[src/rtl/input_conditioner.sv]
// input_conditioner: debounces the enter button and captures the action switches into a ready/valid command.
// Define INPUT_CONDITIONER_DEBOUNCE_EN to enable the debounce counter; otherwise presses are accepted immediately.
module input_conditioner #(
    parameter int DEBOUNCE_CYCLES = 500000
) (
    input  logic       clk,
    input  logic       reset,
    input  logic       enter_sync,
    input  logic [0:5] acoes_sync,
    output logic       enter_pulse,
    output logic       cmd_valid,
    input  logic       cmd_ready,
    output logic [0:5] cmd_acoes,
    output logic       cmd_overrun
);
    localparam logic [1:0] IDLE = 2'd0;
    localparam logic [1:0] HELD = 2'd2;

    logic [1:0] r_state;
    logic       w_accept;
    logic       r_pulse;
    logic       r_valid;
    logic       r_ovr;
    logic [0:5] r_acoes;

`ifdef INPUT_CONDITIONER_DEBOUNCE_EN
    localparam logic [1:0] DEB_PRESS   = 2'd1;
    localparam logic [1:0] DEB_RELEASE = 2'd3;
    localparam int CW = $clog2(DEBOUNCE_CYCLES + 1);

    logic [CW-1:0] r_cnt;
    logic          w_done;

    assign w_done   = r_cnt == CW'(DEBOUNCE_CYCLES - 1);
    assign w_accept = r_state == DEB_PRESS && enter_sync && w_done;

    always_ff @(posedge clk) begin
        if (reset) begin
            r_state <= IDLE;
            r_cnt   <= '0;
        end else begin
            case (r_state)
                IDLE: if (enter_sync) begin
                    r_state <= DEB_PRESS;
                    r_cnt   <= '0;
                end
                DEB_PRESS: if (!enter_sync) r_state <= IDLE;
                    else if (w_done) r_state <= HELD;
                    else r_cnt <= r_cnt + 1'b1;
                HELD: if (!enter_sync) begin
                    r_state <= DEB_RELEASE;
                    r_cnt   <= '0;
                end
                default: if (enter_sync) r_state <= HELD;
                    else if (w_done) r_state <= IDLE;
                    else r_cnt <= r_cnt + 1'b1;
            endcase
        end
    end
`else
    // The parameter still gates acceptance so an illegal value of 0 never produces presses.
    assign w_accept = r_state == IDLE && enter_sync && (DEBOUNCE_CYCLES > 0);

    always_ff @(posedge clk) begin
        if (reset) r_state <= IDLE;
        else if (r_state == IDLE && enter_sync) r_state <= HELD;
        else if (r_state == HELD && !enter_sync) r_state <= IDLE;
    end
`endif

    // A press while a command is pending and not being consumed is dropped and flagged.
    always_ff @(posedge clk) begin
        if (reset) begin
            r_pulse <= 1'b0;
            r_valid <= 1'b0;
            r_ovr   <= 1'b0;
            r_acoes <= '0;
        end else begin
            r_pulse <= w_accept;
            if (w_accept && (!r_valid || cmd_ready)) begin
                r_acoes <= acoes_sync;
                r_valid <= 1'b1;
            end else begin
                if (w_accept) r_ovr <= 1'b1;
                if (cmd_ready) r_valid <= 1'b0;
            end
        end
    end

    assign enter_pulse = r_pulse;
    assign cmd_valid   = r_valid;
    assign cmd_overrun = r_ovr;
    assign cmd_acoes   = r_acoes;
endmodule

[config.mk]
export PLATFORM = sky130hd
export DESIGN_NAME = input_conditioner
export DESIGN_NICKNAME = d
export VERILOG_FILES = /design/src/rtl/input_conditioner.sv
export SDC_FILE = /design/constraint.sdc
export NUM_CORES = 1
export LEC_CHECK = 0
export CELL_PAD_IN_SITES_DETAIL_PLACEMENT = 1
export CELL_PAD_IN_SITES_GLOBAL_PLACEMENT = 2
export CORE_MARGIN = 2
export CORE_UTILIZATION = 23
export CTS_BUF_LIST = sky130_fd_sc_hd__clkbuf_8 sky130_fd_sc_hd__clkbuf_16
export DETAILED_ROUTE_END_ITERATION = 12
export GPL_TIMING_DRIVEN = 0
export PLACE_DENSITY_LB_ADDON = 0.15
export SETUP_SLACK_MARGIN = 0.15
export SLEW_MARGIN = 10
export SYNTH_ARGS = -nofsm -noshare
export SYNTH_HDL_FRONTEND = slang
export SYNTH_SLANG_ARGS = --single-unit
[constraint.sdc]
create_clock -name clk -period 1.2 [get_ports clk]
set_input_delay 0.12 -clock clk [delete_from_list [all_inputs] [get_ports clk]]
set_output_delay 0.12 -clock clk [all_outputs]
set_load 0.05 [all_outputs]
After elaboration in Yosys (flattened, before gate mapping)
Index checks and enable logic that the tools add are counted.

Output and inout bits: 9. Register bits: 10. Word-level logic and storage cells: 20. Input port bits: 10.

Mux-type cells: 4. Bitwise gates (word level): 1. Reductions and logical operators: 10.

Operator list (number): 2-bit 2-to-1 mux (2); 2-bit nonzero test (2); 1-bit logical AND (3); 1-bit zero test (2); 2-bit zero test (1); 1-bit 2-to-1 mux (2); 2-bit AND reduction (1); 1-bit logical OR (1); 1-bit NOT (1).

Depth between registers and ports, before layout
Word-level depth: 5. Depth in mapped cells: 5. Depth with buffers taken out: 4.

Least setup slack after synthesis
OpenSTA, ideal clock, no wires.

Path kind: flip-flop to flip-flop. Start point: register r_valid, in the netlist cmd_valid. End point: register r_acoes (netlist bit cmd_acoes[3]). Period minus slack after synthesis: 1.257 ns. Path buffers: 1. Slack: -0.057 ns. Cell stages (with the launch flop): 5. Arrival: 1.139 ns. Setup time: 0.118 ns. Data required time: 1.082 ns. Cells stage by stage: dfxtp_1 nor2b_4 nor2b_2 buf_6 mux2i_1.

Cells in the longest elaborated chain, start to end: 3.

Ends and longest elaborated chain: start, declared (line 22) `logic r_valid;`; start signal, assigned (line 75) `r_valid <= 1'b0;`; start signal, assigned (line 82) `r_valid <= 1'b1;`; start signal, assigned (line 85) `if (cmd_ready) r_valid <= 1'b0;`; 1-bit zero test (line 80) `if (w_accept && (!r_valid || cmd_ready)) begin`; 1-bit logical OR (line 80); 1-bit logical AND (line 80); end signal, assigned (line 81) `r_acoes <= acoes_sync;`; end, declared (line 24) `logic [0:5] r_acoes;`.

Every way passes these cells. A chain may end at the register's enable or synchronous reset.

Worst setup path after layout
Start point: register r_state[1]. End point: register r_acoes (netlist bit cmd_acoes[4]).

Cells in the longest elaborated chain, start to end: 3.

Ends and longest elaborated chain: start, declared (line 19) `logic [1:0] r_state;`; start signal, assigned (line 65) `if (reset) r_state <= IDLE;`; start signal, assigned (line 66) `else if (r_state == IDLE && enter_sync) r_state <= HELD;`; start signal, assigned (line 67) `else if (r_state == HELD && !enter_sync) r_state <= IDLE;`; 2-bit zero test (line 62) `assign w_accept = r_state == IDLE && enter_sync && (DEBOUNCE_CYCLES > 0);`; 1-bit logical AND (line 62); via w_accept (line 20) `logic w_accept;`; 1-bit logical AND (line 80).

The timed path passes the listed nets, and every way through them passes these cells.

==> results.tsv <==
stage	metric	value	unit
outcome	status	finished, final reports clean	
drt	top_layer	met4	
setup_path	required	1.36	ns
drt	vias	354	
power_and_ir_drop	powerDensity	1440	nW/um^2
drt	met2WireLength	409	um
finish	final_area	713	sq um
drt	wl_met3	80	um
clock_network	insertion_delay	0.23	ns
setup_path	critPathCaptureType	flop	
placement	dp_slack	-0.207	ns
setup_path	r2r-start	r_state[1]	
finish	drive_gt1_share	50.0	%
synthesis	avgSynthCellArea	11.1	sq um
setup_path	crit_path_end	cmd_acoes[4]	
die	die-area	2350	sq um
synthesis	synth_area	454	sq um
timing	setup_ws	0.190	ns
setup_path	path_max_fanout	6	
timing	post-route-period-util	84.2	%
setup_path	r2r_end	cmd_acoes[4]	
global_routing	grt_pass1_wl	1.51	mm
synthesis	syn_nets	52	
timing	fin_crit	1.01	ns
global_routing	antenna_found_initial	0	
setup_path	crit_type	flop to flop	
power_and_ir_drop	leakagePower	0.000304	uW
drt	drc	0	
synthesis	synthMuxAreaShare	15.4	%
synthesis	ys_types	13	
drt	drt-initial-drc-count	1	
setup_path	reg2reg_slack	0.19	ns
synthesis	synth-xor-area-share	0	%
global_routing	gr-total-overflow	0	
clock_network	cts_buffers	3	
drt	first_pass_iters	2	
global_routing	grt_pass1_vias	346	
setup_path	cp.depth	5	
synthesis	synth_top_family_by_area	simple AND/OR/NAND/NOR gates	
placement	dpl_cell_area	672	sq um
global_routing	grt_usage	8.66	%
die	core_area	1900	sq um
timing	tightest_slew	0.276	ns
clock_network	cts_sinks	10	
timing	holdWs	0.435	ns
drt	detail-route-antenna-nets	0	
setup_path	critical_path_arrival	1.17	ns
timing	rsz0062_at_grt	true	
synthesis	synth_top_area_share	44.1	%
die	start_util	23.9	%
timing	maxSlewHeadroom	81.7	%
setup_path	slowest_delay	0.32	ns
timing	fin_setup_tns	0	ns
clock_network	cts.clk_slew.worst_paths	0.05	ns
placement	dp_hpwl	631	um
drt	via_per_inst	3.89	
setup_path	critPathTopFamily	flip-flops	
job	drv_cap	0	
synthesis	synth_top_area_cell	dfxtp_1	
setup_path	path_buf_inv	2	
synthesis	yosys.area_share.adder	2.75	%
synthesis	yosysSeqAreaShare	44.1	%
synthesis	yosys-top-cells-area	dfxtp_1 (44%), nand2b_2 (19%), mux2i_1 (15%)	
placement	gp_congestion	0.645	
drt	wirelength	856	um
synthesis	synth-simple-area-share	31.7	%
global_routing	grt_max_degree	11	
finish	n_fill_cell	223	
finish	syn_to_final_growth	57.0	%
finish	diodes	0	
setup_path	crit_slowest_cell	dfxtp_2	
setup_path	crit_chain	inv_2, ha_4, nor2b_4, buf_6, mux2i_1	
timing	drv_slew	0	
placement	numPortBuffers	18	
clock_network	cts-root-buf	clkbuf_8	
clock_network	clock_path_buffers	2	
die	die_h	48.4	um
drt	m1WireLength	355	um
die	rows	16	
drt	routedWlPerCell	9.41	um
timing	fin_worst_skew	0.00102	ns
finish	num-nets-final	76	
synthesis	ys_warn_count	0	
synthesis	synth_compound_area_share	1.10	%
timing	setup_viol	0	
die	pin_count	19	
power_and_ir_drop	max-vdd-ir-drop	838	uV
clock_network	htree_num_levels	1	
synthesis	synthCells	41	
timing	max_freq	0.990	GHz
setup_path	crit_start	r_state[1]	
hold_path	holdCritPathClass	primary input to flop	
clock_network	cts_tree	yes	
timing	hold_violations	0	
die	die_x	48.4	um
setup_path	reg2reg_depth	5	
synthesis	synth-seq-cells	10	
setup_path	start_kind	flop	
logic make-up after synthesis:
| family | count (synthesis) |
|---|---|
| adders and majority gates | 1 |
| DFF | 10 |
| buffers and inverters | 3 |
| muxes | 7 |
| and+or+nand+nor | 19 |
| AOI/OAI and AO/OA | 1 |
layer usage:
layer / track usage [%] / vias to the layer above
met4: 4.29 / 0
met5: 0 / -
met1: 10.3 / 164
met2: 12.7 / 13
li1: - / 175
met3: 4.63 / 2
stage by stage:
| step | power (uW) | util (%) | std cells |
|---|---|---|---|
| after floorplan | 536 | - | 41 |
| after global placement | 624 | 35.3 | 86 |
| after detailed placement | 625 | 35.3 | 86 |
| after CTS | 1050 | 37.8 | 91 |
| after global routing | 1080 | 37.5 | 91 |
| final | 1030 | 37.5 | 91 |
layout by cell type, fill, tap and decap left out:
cell and instances:
dfxtp_1 8, inv_2 1, buf_4 2, dlygate4sd2_1 1, nor2b_1 1, nor2_1 4
mux2i_1 7, a21oi_1 1, buf_6 1, ha_4 1, clkdlybuf4s50_1 8, clkbuf_8 4
nand2b_2 10, buf_2 8, clkdlybuf4s15_2 1, nor2b_4 2, nand2b_1 2, dfxtp_2 1
dfxtp_4 1
synth_stat cells:
library cell and number:
a21oi_1 1, mux2i_1 7, nor2b_2 1, nand2b_1 2, nor2b_1 1, buf_4 1, buf_6 1, inv_1 1
dfxtp_1 10, nand2b_2 10, nor2b_4 1, ha_1 1, nor2_1 4
where the power goes:
part           switching, uW  internal, uW
Clock                    127           288
Sequential              14.4           359
Combinational            133           103
worst min-delay path by stage:
stage                              end           from  slack (ns)  cells past startpoint
final                       r_state[1]     enter_sync        0.43                      4
after global routing        r_state[1]     enter_sync        0.46                      4
after CTS                   r_state[1]     enter_sync        0.42                      4
after detailed placement  cmd_acoes[2]   cmd_acoes[2]        0.47                      2
after floorplan           cmd_acoes[0]  acoes_sync[0]        0.26                      2
after global placement     cmd_overrun    cmd_overrun        0.46                      2
registers in the layout (all words and copies together), names as in the netlist:
name         flops
cmd_acoes        6
cmd_overrun      1
cmd_valid        1
enter_pulse      1
r_state          1
tightest hold or removal path, stage by stage:
cell and delay [ns]:
dlygate4sd2_1 0.24, ha_4 0.14, mux2i_1 0.06, nor2_1 0.07
final cells by class:
| type | instances | area, sq um | share of cell area [%] |
|---|---|---|---|
| buffer | 2 | 18.8 | 2.63 |
| sequential | 10 | 205 | 28.8 |
| tap | 27 | 33.8 | 4.74 |
| clock buffer | 4 | 55.1 | 7.72 |
| inverter | 1 | 3.75 | 0.526 |
| multi-input combinational | 28 | 249 | 34.9 |
| timing repair buffer | 19 | 148 | 20.7 |
what timing repair did:
item                                    CTS  global route
endpoints found under the setup margin   15             7
pin swaps                                 1             1
buffers inserted                          1             0
hold buffers                              0             0
gates cloned                              0             0
hold endpoints to repair                  0             0
gates resized for setup                  46             3
No activity file was read; power rests on OpenSTA's default activity.
